### src/rtl/elink_tx_arbiter_pkg.sv
// Shared definitions for the elink transmit arbiter: packet width, source codes,
// emesh packet field offsets and the counter helper used by the starvation logic.
// Pure declarations, no state and no timing of its own.
package elink_tx_arbiter_pkg;

  // Default emesh packet width in bits.
  localparam int PW = 104;

  // Width of the per-channel starvation counters; covers thresholds up to 255.
  localparam int CNT_W = 8;

  // Source code reported alongside each merged packet.
  typedef enum logic [1:0] {
    SRC_WR = 2'd0,
    SRC_RD = 2'd1,
    SRC_RR = 2'd2
  } src_e;

  // emesh packet field offsets (lsb / msb). The arbiter never looks inside a
  // packet; these are here so neighbouring blocks agree on the layout.
  localparam int F_WRITE_LSB    = 0;
  localparam int F_WRITE_MSB    = 0;
  localparam int F_DATAMODE_LSB = 1;
  localparam int F_DATAMODE_MSB = 2;
  localparam int F_CTRLMODE_LSB = 3;
  localparam int F_CTRLMODE_MSB = 6;
  localparam int F_DSTADDR_LSB  = 8;
  localparam int F_DSTADDR_MSB  = 39;
  localparam int F_DATA_LSB     = 40;
  localparam int F_DATA_MSB     = 71;
  localparam int F_SRCADDR_LSB  = 72;
  localparam int F_SRCADDR_MSB  = 103;

  // Increment that sticks once the limit is reached.
  function automatic logic [CNT_W-1:0] sat_inc(input logic [CNT_W-1:0] value,
                                               input logic [CNT_W-1:0] limit);
    if (value >= limit) begin
      return limit;
    end
    return value + CNT_W'(1);
  endfunction

endpackage

### src/rtl/elink_tx_arbiter_starve_cnt.sv
// Saturating wait counter for one request channel; raises starved at STARVE.
// Latency: count and starved are registered, reflecting the previous cycle.
// Backpressure: passive observer of the channel's access and wait signals.
module elink_starve_cnt
  import elink_tx_arbiter_pkg::*;
#(
  parameter int STARVE = 15
) (
  input  logic sys_clk,
  input  logic reset,
  input  logic access,
  input  logic blocked,
  output logic starved
);

  localparam logic [CNT_W-1:0] LIMIT = CNT_W'(STARVE);

  logic [CNT_W-1:0] count_q;
  logic [CNT_W-1:0] count_d;

  // Count only cycles spent waiting; a transfer or a dropped request restarts from zero.
  always_comb begin
    count_d = '0;
    if (access && blocked) begin
      count_d = sat_inc(count_q, LIMIT);
    end
  end

  // Counter register, cleared by the asynchronous reset.
  always_ff @(posedge sys_clk or posedge reset) begin
    if (reset) begin
      count_q <= '0;
    end else begin
      count_q <= count_d;
    end
  end

  assign starved = (count_q == LIMIT);

endmodule

### src/rtl/elink_tx_arbiter.sv
// Merges wr / rd / rr emesh request streams into one registered transmit stream.
// Latency: exactly one cycle from an accepted input to etx_access/etx_packet.
// Backpressure: etx_wait stalls the output register; all inputs wait while it is stalled.
module elink_tx_arbiter #(
  parameter int PW     = 104,
  parameter int STARVE = 15
) (
  input  logic          sys_clk,
  input  logic          reset,
  input  logic          txwr_access,
  input  logic [PW-1:0] txwr_packet,
  output logic          txwr_wait,
  input  logic          txrd_access,
  input  logic [PW-1:0] txrd_packet,
  output logic          txrd_wait,
  input  logic          txrr_access,
  input  logic [PW-1:0] txrr_packet,
  output logic          txrr_wait,
  output logic          etx_access,
  output logic [PW-1:0] etx_packet,
  output logic [1:0]    etx_src,
  input  logic          etx_wait
);

  import elink_tx_arbiter_pkg::*;

  logic          ready;
  logic          wr_starved;
  logic          rd_starved;
  logic          above_wr;
  logic          above_rd;
  logic          above_rr;
  logic          grant_vld;
  src_e          grant_src;
  logic [PW-1:0] grant_packet;

  // The output register can take a new packet unless it holds one the
  // transmitter is refusing. Reset is folded in so every wait reads 1 while
  // reset is high and nothing can be accepted in that cycle.
  assign ready = !reset && !(etx_access && etx_wait);

  // Which higher-ranked channels are requesting this cycle, per channel.
  // Ranking: starved rd, starved wr, rr, rd, wr.
  always_comb begin
    above_rr = (rd_starved && txrd_access) || (wr_starved && txwr_access);
    above_rd = 1'b0;
    if (!rd_starved) begin
      above_rd = (wr_starved && txwr_access) || txrr_access;
    end
    above_wr = rd_starved && txrd_access;
    if (!wr_starved) begin
      above_wr = txrr_access || txrd_access;
    end
  end

  assign txwr_wait = !ready || above_wr;
  assign txrd_wait = !ready || above_rd;
  assign txrr_wait = !ready || above_rr;

  // Pick the highest-ranked requesting channel; consistent with the waits above,
  // so the winner is always the one channel whose wait is low when ready.
  always_comb begin
    grant_vld    = 1'b0;
    grant_src    = SRC_WR;
    grant_packet = txwr_packet;
    if (rd_starved && txrd_access) begin
      grant_vld    = 1'b1;
      grant_src    = SRC_RD;
      grant_packet = txrd_packet;
    end else if (wr_starved && txwr_access) begin
      grant_vld    = 1'b1;
      grant_src    = SRC_WR;
      grant_packet = txwr_packet;
    end else if (txrr_access) begin
      grant_vld    = 1'b1;
      grant_src    = SRC_RR;
      grant_packet = txrr_packet;
    end else if (txrd_access) begin
      grant_vld    = 1'b1;
      grant_src    = SRC_RD;
      grant_packet = txrd_packet;
    end else if (txwr_access) begin
      grant_vld    = 1'b1;
      grant_src    = SRC_WR;
      grant_packet = txwr_packet;
    end
  end

  // Output register: load the winner when ready, clear valid on an idle ready
  // cycle (payload and source are left as they were), freeze while stalled.
  always_ff @(posedge sys_clk or posedge reset) begin
    if (reset) begin
      etx_access <= 1'b0;
      etx_packet <= '0;
      etx_src    <= SRC_WR;
    end else if (ready) begin
      etx_access <= grant_vld;
      if (grant_vld) begin
        etx_packet <= grant_packet;
        etx_src    <= grant_src;
      end
    end
  end

  elink_starve_cnt #(
    .STARVE (STARVE)
  ) u_wr_starve (
    .sys_clk (sys_clk),
    .reset   (reset),
    .access  (txwr_access),
    .blocked (txwr_wait),
    .starved (wr_starved)
  );

  elink_starve_cnt #(
    .STARVE (STARVE)
  ) u_rd_starve (
    .sys_clk (sys_clk),
    .reset   (reset),
    .access  (txrd_access),
    .blocked (txrd_wait),
    .starved (rd_starved)
  );

endmodule

### config.mk
export PLATFORM = sky130hd
export DESIGN_NAME = elink_tx_arbiter
export DESIGN_NICKNAME = d
export VERILOG_FILES = /design/src/rtl/elink_tx_arbiter_pkg.sv /design/src/rtl/elink_tx_arbiter_starve_cnt.sv /design/src/rtl/elink_tx_arbiter.sv
export SDC_FILE = /design/constraint.sdc
export NUM_CORES = 1
export LEC_CHECK = 0
export CORE_AREA = 2 2 168 170
export CTS_CLUSTER_SIZE = 12
export DETAILED_ROUTE_END_ITERATION = 10
export DIE_AREA = 0 0 170 172
export PLACE_DENSITY = 0.57
export SLEW_MARGIN = 40
export SYNTH_ARGS = -nofsm -noshare
export SYNTH_HDL_FRONTEND = slang
export SYNTH_SLANG_ARGS = --single-unit
### constraint.sdc
create_clock -name sys_clk -period 9.1 [get_ports sys_clk]
set_clock_uncertainty 0.2 [all_clocks]
set_input_delay 1.82 -clock sys_clk [delete_from_list [all_inputs] [get_ports sys_clk]]
set_output_delay 1.82 -clock sys_clk [all_outputs]
set_load 0.005 [all_outputs]
Yosys cells after proc, flatten, opt, wreduce, memory -nomap -nowiden

Cells that the tools add are included.

Word-level logic and storage cells: 52
Flip-flop bits (word level): 123
Bits of input ports: 318
Output and inout port bits: 110

Reductions and logical operators: 16
Add/subtract/negate cells: 2
Equal/unequal tests: 2
Multiplexer cells: 25
Order comparisons: 2

Operators with widths:

| cell                  | count |
|---|---|
| $mux W104             | 4 |
| $mux W8               | 6 |
| $add A8 B1 Y8 const B | 2 |
| $eq A8 B4 Y1 const B  | 2 |
| $ge A8 B4 Y1 const B  | 2 |
| $mux W1               | 12 |
| $logic_and A1 B1 Y1   | 6 |
| $logic_or A1 B1 Y1    | 6 |
| $mux W2               | 3 |
| $logic_not A1 Y1      | 3 |
| $reduce_and A2 Y1     | 1 |

Logic depth before layout (Yosys ltp)

Word-level depth: 9
Gate-level depth with buffers: 8
Mapped depth without buffers: 5

Cells and area by module

A second synthesis with hierarchy kept.

Cell total of the unflattened synthesis: 792
Area total of the unflattened synthesis: 7950.1 µm²

By module, submodules not included:

| module           | area an instance (µm²) | sequential area each (µm²) | cells an instance | times used |
|---|---|---|---|---|
| elink_tx_arbiter | 7312.0                 | 2677.6                     | 742               | 1 |
| elink_starve_cnt | 319.1                  | 200.2                      | 25                | 2 |

Worst setup path before layout

OpenSTA, ideal clock, no wires.

Path kind: in2out
Start point: in reset
End point: out txwr_wait
Buffers on the path: 1
Stages: 3
Path slack: 4.448 ns
Data arrival time: 2.632 ns
Path through: a21oi_1 clkbuf_1 nand3_1

Cells in the longest elaborated chain, start to end: 4

Ends and longest elaborated chain:

| item                       | RTL line               | RTL |
|---|---|---|
| start, declared            | elink_tx_arbiter.sv:9  | `input logic reset,` |
| $logic_not A1 Y1 (no line) | n/a                    |  |
| $logic_and A1 B1 Y1        | elink_tx_arbiter.sv:40 | `assign ready = !reset && !(etx_access && etx_wait);` |
| $logic_not A1 Y1           | elink_tx_arbiter.sv:56 | `assign txwr_wait = !ready \|\| above_wr;` |
| $logic_or A1 B1 Y1         | elink_tx_arbiter.sv:56 |  |
| end, declared              | elink_tx_arbiter.sv:12 | `output logic txwr_wait,` |

No other way between the ends.

Worst setup path after layout

Start point: in txwr_access
End point: out txrd_wait

Cells in the longest elaborated chain, start to end: 4

Ends and longest elaborated chain:

| item                | RTL line               | RTL |
|---|---|---|
| start, declared     | elink_tx_arbiter.sv:10 | `input logic txwr_access,` |
| $logic_and A1 B1 Y1 | elink_tx_arbiter.sv:48 | `above_rd = (wr_starved && txwr_access) \|\| txrr_access;` |
| $logic_or A1 B1 Y1  | elink_tx_arbiter.sv:48 |  |
| $mux W1             | elink_tx_arbiter.sv:47 | `if (!rd_starved) begin` |
| $logic_or A1 B1 Y1  | elink_tx_arbiter.sv:57 | `assign txrd_wait = !ready \|\| above_rd;` |
| end, declared       | elink_tx_arbiter.sv:15 | `output logic txrd_wait,` |

No other way between the ends.

==> results.cfg <==
[clock_tree]
cts_hold_buf = 0
cts_buffers = 17
clk_latency_ns = 0.41
post_cts_buffers = 0
clkTransAtPathRegs_ns = 0.06
ctsResizeCount = 0
cts.sinks = 123
clk_path_buf_depth = 2
htree_levels = 4
clockRootBuffer = clkbuf_16
cts_tree = done

[placed_design]
gp_congestion = 0.799
port_buffers = 427
dp.cells = 1436
hpwl_mm = 22.6
place_area_sq_um = 11400

[logic_synthesis]
yosysTopAreaCell = dfrtp_1
synth-seq-cells = 123
synth_warnings = 0
yosysUniqueCellTypes = 35
synthTopCellsByArea = dfrtp_1, o211ai_1, a22oi_1, nand2_1, o21ai_0
syn_area_sq_um = 6750
synth_top_area_share_pct = 45.6
synthAdderAreaFrac_pct = 0.371
ys_seq_area_share_pct = 45.6
syn_inst = 722
synth_compound_area_share_pct = 39.9
synth_edf_count = 0
synth_most_common_cell = o211ai_1
synthSimpleGateAreaFrac_pct = 8.12
avgSynthCellArea_sq_um = 9.35
muxShareOfSynthArea_pct = 0
synthArstFlopShare_pct = 100
synth_top_family_by_area = compound AO/OA/AOI/OAI gates
synth_xor_area_share_pct = 0.389
synth_flop_cell = dfrtp_1
ys_top_cells_by_count = o211ai_1, dfrtp_1, nand2_1

[worst_setup_path]
endpoint_kind = output pin
start_kind = input port
worstPathArrival_ns = 3.73
crit_path_cell_trace = clkdlybuf4s50_1 > inv_1 > o31ai_1 > a21oi_1 > inv_1 > clkdlybuf4s50_1
worst_path_max_delay_cell = clkdlybuf4s50_1
critPathKind = in -> out
cp.required_ns = 7.08
crit_fanout = 5
max_stage_delay_ns = 0.66

[global_routing]
grt_pass1_vias = 7749
antenna_found_initial = 0
grt-busiest-layer = met2
grt_use_met1_pct = 25.8
grt_pass1_wl_mm = 46.4
grt-ovfl-total = 0
use_met2_pct = 34.9
grt_util_met3_pct = 6.61
grt_use_total_pct = 20.8
grt_max_degree = 68

[layout]
final_core_util_pct = 43.8
seqCellArea_sq_um = 3080
drive_gt1_share_pct = 5.88
nets = 1430
design_area_sq_um = 12000
nFillCells = 2672
multi_input_area_sq_um = 3410
syn2layout_area_growth_pct = 78.4
final-instance-count-excl-fill = 1470

[sta]
period_minus_slack_ns = 5.75
rsz0062_at_grt = no
holdWs_ns = 0.281
hold_viol_final = 0
slew_headroom_pct = 44.9
setup_viol = 0
tns_ns = 0
period_share_pct = 63.2
fmax_mhz = 174
final_max_slew_viol_count = 0
tightest_slew_ns = 0.826

[floorplan]
start_util_pct = 24.6
die_w_um = 170
pin_count = 428
die_h_um = 172
die_area_sq_um = 29200
rows = 61
core-area_sq_um = 27500

[power]
powerDensity_nw_per_um2 = 171
ir_drop_mv = 0.0944
p_leak_nw = 4.57

[route]
drc = 0
drtIter0Drc = 562
drtPass1Iterations = 5
finalWirelength_mm = 32.1
wl_per_cell_um = 21.9
num_vias = 7743
ant_nets = 0
viasPerCell = 5.27

[hold_path]
hold_class = reg -> reg

[flow_run]
max-cap-violations = 0

[status]
status = complete, no violations
[registers in the layout, indices dropped and copies added, names as in the netlist]
signal	flops
etx_src	2
u_wr_starve.count_q	8
u_rd_starve.count_q	8
etx_packet	104
etx_access	1
[metrics by stage]
step	total power, mW	setup slack (ns)
final	2.06	3.35
after detailed placement	1.32	3.26
after CTS	2.09	3.26
after global placement	1.31	3.08
after global routing	2.17	3.21
after floorplan	0.900	3.81
[metal layers]
| metal | vias to the layer above | wire (um) |
|---|---|---|
| li1 | 3602 | - |
| met3 | 31 | 2820 |
| met5 | - | 0 |
| met1 | 3749 | 13400 |
| met4 | 0 | 635 |
| met2 | 361 | 15200 |
[path summary, 6_finish.rpt]
path / cells after the start / end / slack, ns / start
max reg2reg: 5 / etx_packet[19]$_DFFE_PP0P_ / 6.05 / u_rd_starve.count_q[6]$_DFF_PP0_
max: 6 / txrd_wait / 3.35 / txwr_access
max in group asynchronous: 3 / etx_packet[99]$_DFFE_PP0P_ / 5.86 / reset
min reg2reg: 2 / etx_src[0]$_DFFE_PP0P_ / 0.28 / etx_src[0]$_DFFE_PP0P_
min in group asynchronous: 2 / etx_packet[55]$_DFFE_PP0P_ / 1.76 / reset
min: 2 / etx_src[0]$_DFFE_PP0P_ / 0.28 / etx_src[0]$_DFFE_PP0P_
[power breakdown]
part / internal (mW) / total [mW] / leakage, nW / switching, mW
Clock: 0.466 / 0.755 / 0.310 / 0.289
Sequential: 0.645 / 0.701 / 1.52 / 0.0559
Combinational: 0.367 / 0.607 / 2.74 / 0.240
Total: 1.48 / 2.06 / 4.57 / 0.585
[critical path: cells and delay by family]
kind                   cells  cell delay (ns)
buffers and inverters      4             1.46
AO/OA/AOI/OAI              2             0.45
[area by class of cell]
type	count	area share (%)
sequential	123	25.6
inverter	5	0.198
antenna	1	0.0208
clock buffer	17	3.53
clock inverter	15	1.76
multi-input combinational	519	28.3
timing repair buffer	444	37.0
tap	346	3.60
[cell families (layout without fill, tap and decap cells)]
kind of cell,after synthesis,after routing
and+or+nand+nor,135,135
DFF,123,123
adders and majority gates,2,2
AOI/OAI and AO/OA,371,371
xor gates and xnor gates,3,3
buffers and inverters,87,481
other,1,9
[layout by cell type (no fill, tap or decap), types with 3 or more instances in the layout]
| master | count |
|---|---|
| a221oi_1 | 37 |
| a22o_1 | 37 |
| a22oi_1 | 67 |
| a31oi_1 | 3 |
| buf_4 | 11 |
| buf_8 | 4 |
| bufinv_16 | 4 |
| clkbuf_16 | 17 |
| clkdlybuf4s50_1 | 426 |
| clkinv_4 | 3 |
| conb_1 | 8 |
| dfrtp_1 | 123 |
| inv_1 | 4 |
| inv_6 | 7 |
| nand2_1 | 110 |
| nand3_1 | 5 |
| nor2_1 | 4 |
| nor3_1 | 4 |
| o211ai_1 | 135 |
| o21ai_0 | 77 |
Note: power is estimated with default switching activity, not from simulation.
